**src/rtl/fpu_issue_queue.sv**
```systemverilog
// fpu_issue_queue: FIFO-buffered issue stage around the combinational fpu
// with a registered result handshake and a sticky overflow status bit.
module fpu_issue_queue #(
  parameter int DEPTH = 4,
  parameter int TAG_W = 5
) (
  input  logic                     clk,
  input  logic                     reset,
  input  logic                     in_valid,
  output logic                     in_ready,
  input  logic [31:0]              in_a,
  input  logic [31:0]              in_b,
  input  logic                     in_op,
  input  logic                     in_precision,
  input  logic [TAG_W-1:0]         in_tag,
  output logic [31:0]              fpu_a,
  output logic [31:0]              fpu_b,
  output logic                     fpu_op,
  output logic                     fpu_precision,
  input  logic [31:0]              fpu_result,
  input  logic                     fpu_overflow,
  output logic                     out_valid,
  input  logic                     out_ready,
  output logic [31:0]              out_result,
  output logic                     out_overflow,
  output logic [TAG_W-1:0]         out_tag,
  output logic [$clog2(DEPTH):0]   count,
  input  logic                     clr_sticky,
  output logic                     ovf_sticky
);
  localparam int AW = $clog2(DEPTH);
  typedef struct packed {
    logic [31:0]      a;
    logic [31:0]      b;
    logic             op;
    logic             prec;
    logic [TAG_W-1:0] tag;
  } entry_t;
  entry_t           mem_q [DEPTH];
  entry_t           mem_d [DEPTH];
  entry_t           head;
  logic [AW-1:0]    wr_q, wr_d, rd_q, rd_d;
  logic [AW:0]      count_q, count_d;
  logic             out_valid_q, out_valid_d;
  logic [31:0]      out_result_q, out_result_d;
  logic             out_overflow_q, out_overflow_d;
  logic [TAG_W-1:0] out_tag_q, out_tag_d;
  logic             ovf_sticky_q, ovf_sticky_d;
  logic             push, load;
  always_comb begin
    in_ready = !reset && (count_q < (AW+1)'(DEPTH));
    push     = in_valid && in_ready;
    load     = (count_q != '0) && (!out_valid_q || out_ready);
    head     = (count_q != '0) ? mem_q[rd_q] : '0;
    mem_d    = mem_q;
    // half-precision operands are stored with their upper halves cleared
    if (push) mem_d[wr_q] = '{a:   in_precision ? in_a : {16'h0, in_a[15:0]},
                              b:   in_precision ? in_b : {16'h0, in_b[15:0]},
                              op:  in_op,
                              prec: in_precision,
                              tag: in_tag};
    wr_d           = push ? wr_q + AW'(1) : wr_q;
    rd_d           = load ? rd_q + AW'(1) : rd_q;
    count_d        = count_q + (AW+1)'(push) - (AW+1)'(load);
    out_valid_d    = load ? 1'b1 : (out_ready ? 1'b0 : out_valid_q);
    out_result_d   = load ? (head.prec ? fpu_result : {16'h0, fpu_result[15:0]}) : out_result_q;
    out_overflow_d = load ? fpu_overflow : out_overflow_q;
    out_tag_d      = load ? head.tag : out_tag_q;
    ovf_sticky_d   = (load && fpu_overflow) ? 1'b1 : (clr_sticky ? 1'b0 : ovf_sticky_q);
  end
  always_ff @(posedge clk) begin
    mem_q <= mem_d;
    if (reset) begin
      wr_q           <= '0;
      rd_q           <= '0;
      count_q        <= '0;
      out_valid_q    <= 1'b0;
      out_result_q   <= '0;
      out_overflow_q <= 1'b0;
      out_tag_q      <= '0;
      ovf_sticky_q   <= 1'b0;
    end else begin
      wr_q           <= wr_d;
      rd_q           <= rd_d;
      count_q        <= count_d;
      out_valid_q    <= out_valid_d;
      out_result_q   <= out_result_d;
      out_overflow_q <= out_overflow_d;
      out_tag_q      <= out_tag_d;
      ovf_sticky_q   <= ovf_sticky_d;
    end
  end
  assign fpu_a         = head.a;
  assign fpu_b         = head.b;
  assign fpu_op        = head.op;
  assign fpu_precision = head.prec;
  assign out_valid     = out_valid_q;
  assign out_result    = out_result_q;
  assign out_overflow  = out_overflow_q;
  assign out_tag       = out_tag_q;
  assign count         = count_q;
  assign ovf_sticky    = ovf_sticky_q;
endmodule

```
**config.mk**
```make
export PLATFORM = sky130hd
export DESIGN_NAME = fpu_issue_queue
export DESIGN_NICKNAME = d
export VERILOG_FILES = /design/src/rtl/fpu_issue_queue.sv
export SDC_FILE = /design/constraint.sdc
export NUM_CORES = 1
export LEC_CHECK = 0
export ABC_AREA = 1
export BUFFER_PORTS_ARGS = -buffer_cell sky130_fd_sc_hd__buf_2
export CAP_MARGIN = 20
export CORE_ASPECT_RATIO = 0.7
export CORE_MARGIN = 1.5
export CORE_UTILIZATION = 56
export DETAILED_ROUTE_END_ITERATION = 7
export PLACE_DENSITY = 0.8
export SLEW_MARGIN = 20
export SYNTH_ARGS = -nofsm -noshare
export SYNTH_HDL_FRONTEND = slang
export SYNTH_SLANG_ARGS = --single-unit
export TNS_END_PERCENT = 50
```
**constraint.sdc**
```tcl
create_clock -name clk -period 4.9 [get_ports clk]
set_input_delay 0.49 -clock clk [delete_from_list [all_inputs] [get_ports clk]]
set_output_delay 0.49 -clock clk [all_outputs]
set_load 0.05 [all_outputs]
```
## Word-level counts from Yosys, hierarchy flattened

Cells that the tools add are included.
Widths: inputs -> output; s select.

- Register bits: 331
- Bits in latches: 0
- Bits in writable memories: 0
- ROM bits: 0
- Output and inout port bits: 110
- Word-level logic and storage cells: 63
- Memories kept: 0

- Add/sub/neg operators: 4
- $mul: 0
- Div/mod/pow operators: 0
- Order comparisons: 4
- Eq/ne operators: 0
- Shift operators: 0
- Multiplexer cells: 14
- Bitwise logic cells: 2
- Reduce and logical (&&, ||, !) cells: 11

Operators by type and width:

| operator | count |
|---|---|
| $bwmux 284 | 1 |
| $mux 71 | 4 |
| $bmux 71 s2 | 1 |
| $demux 71 s2 | 1 |
| $mux 32 | 3 |
| $ge 3x3->1 const B | 2 |
| $not 2->3 | 2 |
| $logic_and 1x1->1 | 5 |
| $add 2x1->2 const B | 2 |
| $mux 1 | 4 |
| $reduce_bool 2->1 | 2 |
| $add 3x1->3 | 1 |
| $lt 3x1->1 const B | 1 |
| $lt 3x3->1 const B | 1 |
| $reduce_bool 3->1 | 1 |
| $sub 3x1->3 | 1 |
| $logic_not 1->1 | 2 |
| $logic_or 1x1->1 | 1 |

## Longest topological paths before layout

- Depth after elaboration: 6
- Depth in mapped cells: 11
- Mapped depth without buffers: 10

## Worst setup path before layout

Ideal clock, no wire load.

- Kind: flip-flop to flip-flop
- Start point: reg count_q[2] (netlist: count[2])
- End point: reg mem_q[0] (netlist name) (enable)
- Arrival time: 4645 ps
- Setup slack: -246 ps
- Stages on the path, launching flop included: 4
- Period minus slack after synthesis: 5146 ps
- Path through: dfxtp_1 nor2_1 nand2_1 nor2_1

- Longest elaborated chain between the ends: 3

RTL lines:

| what | line | source |
|---|---|---|
| start, declared | 43 | `logic [AW:0] count_q, count_d;` |
| start signal, assigned | 85 | `count_q <= count_d;` |
| $lt 3x3->1 | 51 | `in_ready = !reset && (count_q < (AW+1)'(DEPTH));` |
| $logic_and 1x1->1 | 51 |  |
| net in_ready | 10 | `output logic in_ready,` |
| $logic_and 1x1->1 | 52 | `push = in_valid && in_ready;` |
| end signal, assigned | 72 | `mem_q <= mem_d;` |
| end, declared | 39 | `entry_t mem_q [DEPTH];` |

The timed path passes the listed nets, and every way through them passes these cells.
A chain may end at the register's enable or synchronous reset.

## Final worst setup path

- Start point: reg rd_q[0]
- End point: out fpu_b[6]

- Longest elaborated chain between the ends: 5

RTL lines:

| what | line | source |
|---|---|---|
| start, declared | 42 | `logic [AW-1:0] wr_q, wr_d, rd_q, rd_d;` |
| start signal, assigned | 84 | `rd_q <= rd_d;` |
| $not 2->3 (not written as such) | 54 | `head = (count_q != '0) ? mem_q[rd_q] : '0;` |
| $bmux 71 s2 | 54 |  |
| $mux 71 (not written as such) (2 in a row) | 54 |  |
| $mux 71 | 54 |  |
| end, declared | 17 | `output logic [31:0] fpu_b,` |

Every way passes these cells. The select of a mux whose other input is x is not followed.

==> summary.md <==
| Metric | Value |
|---|---|
| Relative slew slack | `40.0%` |
| Ys flop type | `edfxtp_1` |
| Ys async rst share | `0%` |
| # clock sinks | `331` |
| Initial antenna violation count | `4` |
| Unrepaired setup endpoints after global routing | `no` |
| CORE AREA | `0.0237 mm2` |
| Status | `finished, final reports clean` |
| Non-Filler Instances | `1672` |
| Longest Clk Path Bufs | `3` |
| Grt ovf | `0` |
| CTS Hold Buffers Added | `0` |
| Worst VDD drop | `0.461 mV` |
| Die area | `0.0252 mm2` |
| GR Util met1 | `31.1%` |
| Crit Path Max Fanout | `96` |
| #FFs+latches synth | `331` |
| CTS tree | `built` |
| Syn Area/Cell | `11.4 um2` |
| Placed cells | `1613` |
| Gp weighted congestion | `0.744` |
| Nets | `1443` |
| Upper clock frequency limit | `0.271 GHz` |
| Clk Tree Root Cell | `clkbuf_16` |
| I/O Pins | `219` |
| WP data arrival | `3.19 ns` |
| Final WS setup | `1.22 ns` |
| Vias/cell | `5.32` |
| Share of post-route cells with drive strength above 1 | `23.2%` |
| Post-synthesis cell type count | `26` |
| Hold Path Class | `in -> reg` |
| Synth warnings | `0` |
| FP Rows | `47` |
| Final WL | `28800 um` |
| CP delay by family, top | `buffers and inverters` |
| Required time of the worst setup path | `4.41 ns` |
| Buffers & Inverters on Critical Path | `3` |
| CP startpoint kind | `flop` |
| Die Wd | `189 um` |
| Largest net degree at the start of global routing | `97` |
| Clk_lat worst skew | `0.55 ns` |
| Synth Net Count | `1310` |
| Drt initial violations | `672` |
| Post-route ant nets | `0` |
| Power per Cell Area | `659 mW/mm2` |
| Tot GR Track Use | `22.5%` |
| Final setup fails | `0` |
| CP max stage delay | `0.76 ns` |
| Post-Syn Instances | `1195` |
| Cts bufs inserted | `31` |
| Met3 Resource Use GR | `4.19%` |
| Synthesis-to-layout area growth | `13.4%` |
| Slew Limit Fails | `0` |
| Most frequent cells after synthesis | `nor2_1, edfxtp_1, o21ai_0, a21oi_1, buf_4` |
| Seq/Total Area, Yosys | `69.8%` |
| Clock slew at reported path FFs | `0.06 ns` |
| H-tree Lvls | `1` |
| GR peak layer | `met2` |
| Smallest hold slack | `0.156 ns` |
| Synth Cell Area | `0.0136 mm2` |
| Vias in the first global route | `8614` |
| Critical path endpoint category | `output pin` |
| Worst Tran Pin Value | `0.899 ns` |
| Wire length per cell | `17.2 um` |
| Final setup TNS | `0 ns` |
| DRC | `0` |
| Worst-path cell chain | `inv_4 -> buf_4 -> o21ai_0 -> a21oi_1 -> buf_2` |
| Pre-antenna DRT Iters | `6` |
| Hold Vio Cnt, Final | `0` |
| Number of synthesized flops with an enable pin | `284` |
| Count leader, synth | `nor2_1` |
| Post-route core utilization | `64.9%` |
| Die height | `133 um` |
| Buffers on Ports | `218` |
| Post-CTS setup buffers | `0` |
| Dpl ws | `1.78 ns` |
| Total number of vias | `8900` |
| Final period util | `75.2%` |
| Top post-synthesis cells by area | `edfxtp_1, nor2_1, dfxtp_1, o21ai_0, buf_4` |
| Share of the synthesized area in the top cell type | `62.8%` |
| First-pass GRT wire length | `44700 um` |
| Worst Clk Skew | `0.0123 ns` |
| Starting density of the core | `57.3%` |
| Minimum clock period | `3.68 ns` |
| # Max-Cap Violations | `0` |
| Hpwl dp | `17100 um` |
| Leakage | `0.00600 uW` |
| Slowest-stage cell, CP | `inv_4` |
| Area leader, netlist | `edfxtp_1` |
| Post_cts resized | `0` |
| Met2 Resource Use GR | `37.2%` |
| Critical path class | `reg -> out` |
==> sequential cells by signal (all words and copies together) (netlist names) <==
register	cells
ovf_sticky	1
out_valid	1
rd_q	2
wr_q	2
out_tag	5
mem_q	284
out_result	32
count	3
out_overflow	1
==> worst register-to-register path: cells and delay by family (launching register included) <==
| family | cells | cell delay (ns) |
|---|---|---|
| AND/OR/NAND/NOR | 4 | 0.46 |
| buffers and inverters | 1 | 0.78 |
| AO/OA/AOI/OAI | 2 | 0.27 |
| flip-flops | 1 | 0.84 |
==> per-stage QoR <==
step	total power, uW	cell area (um2)
6_report	10100	15400
4_1_cts	10200	15400
3_5_place_dp	7900	14400
5_1_grt	10600	15400
3_3_place_gp	7830	14400
2_1_floorplan	7430	13600
==> worst paths after layout <==
check | start | end | slack (ns) | cells after the start
setup reg to reg | rd_q[0]$_SDFFE_PP0P_ | out_tag[4]$_SDFFE_PP0P_ | 2.49 | 7
hold reg to reg | out_result[18]$_SDFFE_PP0P_ | out_result[18]$_SDFFE_PP0P_ | 0.46 | 2
hold / removal | in_a[14] | mem_q[266]$_DFFE_PP_ | 0.16 | 1
setup / recovery | rd_q[0]$_SDFFE_PP0P_ | fpu_b[6] | 1.22 | 5
==> metal layers <==
layer / up-vias / part of all wire [%]
met4: 4 / 1.9
li1: 4278 / -
met2: 327 / 47
met5: - / 0.094
met3: 46 / 7.2
met1: 4245 / 44
==> cell families (layout without fill, tap and decap cells) <==
logic type	count (synthesis)	count (layout)	share of synthesized area, %
simple gates	407	407	12.0
flops	331	331	69.8
compound gates	260	260	9.89
buf+inv	189	346	7.59
fa+ha+maj	6	6	0.609
xor+xnor	2	2	0.129
other cells	0	2	0
==> cell type report <==
| class | instances | area [um2] |
|---|---|---|
| diodes | 2 | 5.00 |
| inverters | 56 | 214 |
| well taps | 318 | 398 |
| flip-flops and latches | 331 | 9470 |
| repair buffers | 233 | 1220 |
| fillers | 1779 | 8310 |
| clock inverters | 23 | 189 |
| multi-input cells | 675 | 3110 |
| clock buffers | 34 | 787 |
==> where the power goes <==
part / internal, uW / switching [uW]
Combinational: 926 / 3440
Sequential: 3310 / 169
Clock: 1310 / 988
==> cell usage in the layout, fill, tap and decap left out, types with 12 or more instances in the layout <==
| master | n |
|---|---|
| nand2_1 | 58 |
| buf_4 | 14 |
| dfxtp_1 | 45 |
| clkbuf_16 | 31 |
| nor2_1 | 324 |
| edfxtp_1 | 284 |
| buf_2 | 218 |
| o21ai_0 | 160 |
| inv_1 | 53 |
| nand3_2 | 12 |
| a21oi_1 | 78 |
(Power assumes the default switching activity.)
